==> config.mk <==
export PLATFORM = sky130hd
export DESIGN_NAME = ssp_rx_fifo_param
export DESIGN_NICKNAME = d
export VERILOG_FILES = /design/src/rtl/ssp_pkg.sv /design/src/rtl/ssp_fifo_mem.sv /design/src/rtl/ssp_rx_fifo_param.sv
export SDC_FILE = /design/constraint.sdc
export NUM_CORES = 1
export LEC_CHECK = 0
export CORE_ASPECT_RATIO = 2
export CORE_MARGIN = 2
export CORE_UTILIZATION = 60
export CTS_CLUSTER_DIAMETER = 120
export DETAILED_ROUTE_END_ITERATION = 8
export PLACE_DENSITY = 0.79
export SYNTH_ARGS = -nofsm -noshare
export SYNTH_HDL_FRONTEND = slang
export SYNTH_SLANG_ARGS = --single-unit
==> constraint.sdc <==
create_clock -name pclk -period 4.19 [get_ports pclk]
set_clock_uncertainty 0.1 [all_clocks]
set_input_delay 1.257 -clock pclk [delete_from_list [all_inputs] [get_ports pclk]]
set_output_delay 1.257 -clock pclk [all_outputs]
set_load 0.005 [all_outputs]
==> src/rtl/ssp_pkg.sv <==
// Shared defaults and width helper for the SSP receive path.
package ssp_pkg;

    localparam int SSP_RX_DEPTH_DEF = 8;
    localparam int SSP_RX_WIDTH_DEF = 8;
    localparam int SSP_RX_WM_DEF    = 4;

    // Ceiling log2; returns 0 for n <= 1.
    function automatic int clog2(input int n);
        int r;
        r = 0;
        for (int i = 0; i < 31; i++) begin
            if ((1 << i) < n) r = i + 1;
        end
        return r;
    endfunction

endpackage

==> src/rtl/ssp_fifo_mem.sv <==
// DEPTH x WIDTH register array: synchronous write port, asynchronous read port.
module ssp_fifo_mem #(
    parameter int WIDTH  = 8,
    parameter int DEPTH  = 8,
    parameter int ADDR_W = 3
) (
    input  logic              pclk,
    input  logic              we,
    input  logic [ADDR_W-1:0] waddr,
    input  logic [WIDTH-1:0]  wdata,
    input  logic [ADDR_W-1:0] raddr,
    output logic [WIDTH-1:0]  rdata
);

    // Storage is deliberately left out of reset; the pointers define validity.
    logic [WIDTH-1:0] mem [DEPTH];

    always_ff @(posedge pclk) begin
        if (we) mem[waddr] <= wdata;
    end

    assign rdata = mem[raddr];

endmodule

==> src/rtl/ssp_rx_fifo_param.sv <==
// Parametrised SSP receive FIFO with APB read port, status flags and sticky overrun.
// Optional idle-timeout interrupt enabled by defining SSP_RX_FIFO_TIMEOUT_EN.
module ssp_rx_fifo_param
    import ssp_pkg::*;
#(
    parameter int WIDTH       = SSP_RX_WIDTH_DEF,
    parameter int DEPTH       = SSP_RX_DEPTH_DEF,
    parameter int WATERMARK   = SSP_RX_WM_DEF,
    parameter int TIMEOUT_CYC = 32
) (
    input  logic                  pclk,
    input  logic                  clear_b,
    input  logic                  rx_valid,
    input  logic [WIDTH-1:0]      rxdata,
    input  logic                  psel,
    input  logic                  penable,
    input  logic                  pwrite,
    input  logic                  ovr_clr,
    output logic [WIDTH-1:0]      prdata,
    output logic                  ssprxintr,
    output logic                  rx_full,
    output logic                  rx_empty,
    output logic                  rx_overrun,
    output logic [clog2(DEPTH):0] rx_level
);

    localparam int ADDR_W = clog2(DEPTH);
    localparam int LVL_W  = ADDR_W + 1;
    localparam logic [LVL_W-1:0] DEPTH_L = LVL_W'(DEPTH);
    localparam logic [LVL_W-1:0] WM_L    = LVL_W'(WATERMARK);

    logic [ADDR_W-1:0] wr_ptr, rd_ptr;
    logic [LVL_W-1:0]  level, level_next;
    logic              push, pop;
    logic              overrun_q, intr_q, intr_next;
    logic [WIDTH-1:0]  rd_data;

    assign rx_full  = (level == DEPTH_L);
    assign rx_empty = (level == '0);
    assign rx_level = level;

    // A pop frees a slot in the same edge, so a push at full is still accepted.
    assign pop        = psel & penable & ~pwrite & ~rx_empty;
    assign push       = rx_valid & (~rx_full | pop);
    assign level_next = level + LVL_W'(push) - LVL_W'(pop);

    assign prdata     = (psel && !pwrite && !rx_empty) ? rd_data : '0;
    assign rx_overrun = overrun_q;
    assign ssprxintr  = intr_q;

    ssp_fifo_mem #(
        .WIDTH  (WIDTH),
        .DEPTH  (DEPTH),
        .ADDR_W (ADDR_W)
    ) u_mem (
        .pclk  (pclk),
        .we    (push),
        .waddr (wr_ptr),
        .wdata (rxdata),
        .raddr (rd_ptr),
        .rdata (rd_data)
    );

`ifdef SSP_RX_FIFO_TIMEOUT_EN
    localparam int CNT_W = clog2(TIMEOUT_CYC) + 1;
    localparam logic [CNT_W-1:0] TO_L = CNT_W'(TIMEOUT_CYC);

    logic [CNT_W-1:0] idle_cnt, idle_next;

    // Idle time only accrues while words sit untouched in the FIFO.
    always_comb begin
        idle_next = idle_cnt;
        if (push || pop || rx_empty) idle_next = '0;
        else if (idle_cnt != TO_L)   idle_next = idle_cnt + CNT_W'(1);
    end

    always_ff @(posedge pclk or negedge clear_b) begin
        if (!clear_b) idle_cnt <= '0;
        else          idle_cnt <= idle_next;
    end

    assign intr_next = (level_next >= WM_L) || (idle_next == TO_L);
`else
    logic unused_timeout;
    assign unused_timeout = (TIMEOUT_CYC != 0);
    assign intr_next      = (level_next >= WM_L);
`endif

    always_ff @(posedge pclk or negedge clear_b) begin
        if (!clear_b) begin
            wr_ptr    <= '0;
            rd_ptr    <= '0;
            level     <= '0;
            overrun_q <= 1'b0;
            intr_q    <= 1'b0;
        end else begin
            if (push) wr_ptr <= wr_ptr + ADDR_W'(1);
            if (pop)  rd_ptr <= rd_ptr + ADDR_W'(1);
            level  <= level_next;
            intr_q <= intr_next;
            // A fresh overrun takes priority over a coincident clear.
            if (rx_valid && rx_full && !pop) overrun_q <= 1'b1;
            else if (ovr_clr)                overrun_q <= 1'b0;
        end
    end

endmodule
# After elaboration in Yosys (flattened, before gate mapping)
# Memories as Yosys holds them, arrays and structs flattened.
# Cells that the tools add are included.
dict set report totals {
  regBits 12
  ramBits 64
  input_bits 15
  wordCells 34
  n_memories 1
}
dict set report op_classes {
  n_addsub 4
  order_cmp 1
  eq_ne 1
  mux 5
  bitwise 8
  n_reduce_logical 9
}
# memory words width rd rd_ports_with_merged_regs wr line_no
set memory_table {}
lappend memory_table {u_mem.mem 8 8 1 0 1 ssp_fifo_mem.sv:16} ;# logic [WIDTH-1:0] mem [DEPTH];
# op n
set ops {}
lappend ops {{$mux 8} 1}
lappend ops {{$add 3x1->3 const B} 2}
lappend ops {{$add 4x1->4} 1}
lappend ops {{$and 1x1->1} 4}
lappend ops {{$eq 4x4->1 const B} 1}
lappend ops {{$ge 4x3->1 const B} 1}
lappend ops {{$logic_and 1x1->1} 4}
lappend ops {{$logic_not 4->1} 1}
lappend ops {{$mux 1} 4}
lappend ops {{$sub 4x1->4} 1}
lappend ops {{$logic_not 1->1} 3}
lappend ops {{$not 1->1} 3}
lappend ops {{$reduce_bool 2->1} 1}
lappend ops {{$or 1x1->1} 1}

# Longest topological paths before layout
dict set report logic_depth {
  depth_word 8
  depth_mapped 11
  depth_no_buf 11
}

# Hierarchy
# From an unflattened synthesis, not the netlist that was laid out.
dict set report unflattened {
  hier_cells 173
  area_unflattened_um2 3266.9
}
# mod instances cells_each area_each_um2 seq_area_each_um2
set by_module_without_submodules {}
lappend by_module_without_submodules {ssp_fifo_mem 1 106 2531.2 1921.8}
lappend by_module_without_submodules {ssp_rx_fifo_param 1 67 735.7 300.3}

# Worst setup path before layout
# No wires, ideal clock.
dict set report synth_timing {
  path_kind {input port to output port}
  startpoint {input psel}
  endpoint {output prdata[0]}
  t_arrival_ns 1.865
  slack_ns 0.968
  path_stages 3
  path_buffers 0
  path_cell_list {nor2b_1 nand3_1 o22ai_1}
}
dict set report synth_via {
  elab_chain_len 3
}
# element line_no
set synth_rtl {}
lappend synth_rtl {{start: declaration} ssp_rx_fifo_param.sv:15} ;# input logic psel,
lappend synth_rtl {{$logic_and 1x1->1 (2 in series)} ssp_rx_fifo_param.sv:47} ;# assign prdata = (psel && !pwrite && !rx_empty) ? rd_data : '0;
lappend synth_rtl {{$mux 8} ssp_rx_fifo_param.sv:47}
lappend synth_rtl {{end: declaration} ssp_rx_fifo_param.sv:19} ;# output logic [WIDTH-1:0] prdata,
# Every way passes these cells.

# Worst setup path in the final report
dict set report layout_timing {
  startpoint {input psel}
  endpoint {output prdata[6]}
}
# Same word-level chain as after synthesis.

==> results by group <==
Hold path
  • Hold Path Class: reg -> reg
  • Worst Hold Depth: 1
  • Min-delay src: rd_ptr[2]

Synthesis
  • Syn_area_per_cell: 17.39 um2
  • Post-synthesis register bit count: 76
  • Post-synthesis sequential area ratio: 0.6946
  • Yosys top cell area share: 0.6007
  • Synthesized net count: 207
  • Mapped cell area: 3199 um2
  • Biggest area consumer among synthesized cells: edfxtp_1
  • Main synth FF type: edfxtp_1
  • Asr flop ratio synth: 0.1579
  • Count leader, synth: edfxtp_1
  • Synth warnings: 0
  • Synth area leaders: edfxtp_1 (60%), mux4_2 (11%), dfrtp_1 (9.4%)
  • Top cells by count, synth: edfxtp_1 (64), inv_1 (24), mux4_2 (16), dfrtp_1 (12), o22ai_1 (9)
  • Distinct cells, synth: 37
  • Synthesized instance count: 184
  • Post-synth EDFFs: 64

Critical path
  • Beginning of the critical path: psel
  • Depth of the worst register-to-register path: 11
  • Slowest CP cell: clkdlybuf4s50_1
  • WP data required: 2830 ps
  • CP Max Fanout: 8
  • Max incr delay on CP: 500 ps
  • CP Class: in -> out
  • Worst EP arrival: 2630 ps
  • Worst setup SP type: primary input
  • Cell breakdown of the critical path: clkdlybuf4s50_1, nor2b_4, nand3_1, buf_4, o22ai_1, dlygate4sd2_1
  • Crit. End Element: output pin
  • Worst r2r src: rx_level[2]

Layout
  • Net count, final: 253
  • Multi-input logic area: 843.3 um2
  • FILL cells: 318
  • Area Growth Syn to Fin: 18.50%
  • Post-layout instance area: 3791 um2
  • Diode count: 0
  • Register area: 2222 um2
  • Post-Layout Cell Count: 293
  • Share of layout cells above drive strength 1: 0.1872

CTS
  • Worst skew pair latency: 330 ps
  • Reg clk slew, reported paths: 60 ps
  • CTS Sinks: 76
  • CTS root buf: clkbuf_8
  • H-tree Lvls: 3
  • Total CTS buffers: 9
  • Longest Clk Path Bufs: 2
  • Cts hold-fix bufs: 0
  • CTS tree: yes

Route
  • Antenna viol nets, final: 0
  • Avg WL per Cell: 20.15 um
  • DRC Markers: 0
  • Via-to-Cell Ratio: 5.993
  • WL final: 5.905 mm
  • Drt pass-1 iters: 4
  • DR vias: 1756
  • DRT iter0 DRCs: 54

STA
  • RSZ-0062 raised after global routing: false
  • Endpoints failing hold: 0
  • Crit share post-route: 0.9523
  • # setup viols final: 0
  • Hold_ws: 395.4 ps
  • TNS Setup: 0 ps
  • Worst Tran Pin Value: 795.8 ps
  • Max Freq: 250.6 MHz
  • Tmin final: 3990 ps
  • Slew margin rel.: 0.4694
  • Fin. max-slew vios: 0

GRT
  • GRT overflow: 0
  • Initial antenna violation count: 0
  • Total GRT Usage: 0.2250
  • Vias in the first global route: 1943
  • First-pass GRT wire length: 9.535 mm
  • Pin count of the biggest net entering global routing: 19

Floorplan
  • Core Footprint: 5139 um2
  • Row count: 37
  • Die ar.: 5968 um2
  • Die Wd: 55.64 um
  • Initial Util: 0.6226
  • Die Y: 107.3 um
  • I/O pins: 31

Power
  • Combinational share of power: 0.336
  • Seq pwr share: 0.452
  • Internal power: 0.001709 W
  • Max VDD drop: 0.0004737 V
  • Sw frac: 0.2944
  • Psw: 0.0007131 W
  • Total power draw: 0.002423 W
  • Leakage: 1.432 nW
  • Clk pwr share: 0.212
  • PwrDens: 639.0 nW/um2

Placement
  • # port buffers: 30
  • Post-Place Cell Area: 3607 um2
  • Placer congestion estimate: 0.8137
  • Placed cell count: 277
  • DP Wirelength: 4.213 mm

Flow run
  • Max cap viols: 0

Run status
  • Status: completed
## cell families (layout without fill, tap and decap cells)
logic type                 count (synthesis)  in the layout  synth area share
AOI/OAI and AO/OA                         18             18           0.03872
and+or+nand+nor                           25             25           0.04732
adders and majority gates                  8              8           0.03363
DFF                                       76             76            0.6946
xor gates and xnor gates                   8              8           0.02190
muxes                                     18             18            0.1197
buffers and inverters                     31             82           0.04419
## registers in the layout, summed over array words and instances, names as in the netlist
signal and cells:
rx_level 4, rd_ptr 3, u_mem.mem 64, wr_ptr 3, rx_overrun 1, ssprxintr 1
## placed cells by master, fill, tap and decap left out, types with 4 or more instances in the layout
cell type	synthesis	final
dfrtp_1	12	12
xnor2_1	5	5
nor3_1	4	4
clkbuf_1	0	4
clkdlybuf4s50_1	0	22
ha_1	7	7
clkbuf_8	0	10
nor2_1	4	4
mux4_2	16	16
edfxtp_1	64	64
dlygate4sd2_1	0	8
buf_4	0	11
inv_1	24	24
o22ai_1	9	9
## metal layers
layer	vias to the layer above	GRT usage	part of all wire
met5	-	0	0
met4	0	0.1272	0.037
met3	19	0.06130	0.044
met2	61	0.4175	0.59
met1	877	0.2160	0.33
li1	799	-	-
## final timing paths
path                               end  slack, ps
setup / recovery             prdata[6]        200
hold / removal               rd_ptr[2]        400
setup reg to reg             ssprxintr       1550
hold reg to reg              rd_ptr[2]        400
max in group asynchronous    wr_ptr[2]       2400
min in group asynchronous  rx_level[3]       1200
## worst max-delay path, delay by kind of cell
| family | cells | cell delay, ps |
|---|---|---|
| buffers and inverters | 3 | 940 |
| and+or+nand+nor | 2 | 250 |
| AOI/OAI and AO/OA | 1 | 180 |
## per-stage QoR
step | utilization | setup WS, ps
finish | 0.7378 | 199.8
global route | 0.7378 | 90.80
CTS | 0.7378 | 188.3
detailed placement | 0.7020 | -159.5
global placement | 0.7020 | -126.5
floorplan | - | 967.7
## repair_timing
item	in CTS	in global routing
endpoints found under the setup margin	8	0
setup buffers	0	0
gates resized for setup	10	0
## area by class of cell
type                            count  area share
Tap cell                           58     0.01914
Timing Repair Buffer               41     0.09835
Clock buffer                       14     0.04026
Clock inverter                      2    0.008911
Multi-Input combinational cell     77      0.2224
Inverter                           25     0.02475
Sequential cell                    76      0.5861
## power by group through the flow
stage          sequential (W)  clock [W]  combinational, W
6_report              0.00110   0.000514          0.000813
3_3_place_gp          0.00109          0          0.000796
4_1_cts               0.00110   0.000524          0.000830
2_1_floorplan         0.00105          0          0.000612
3_5_place_dp          0.00111          0          0.000839
5_1_grt               0.00111   0.000554          0.000903
Note: power is estimated with default switching activity, not from simulation.
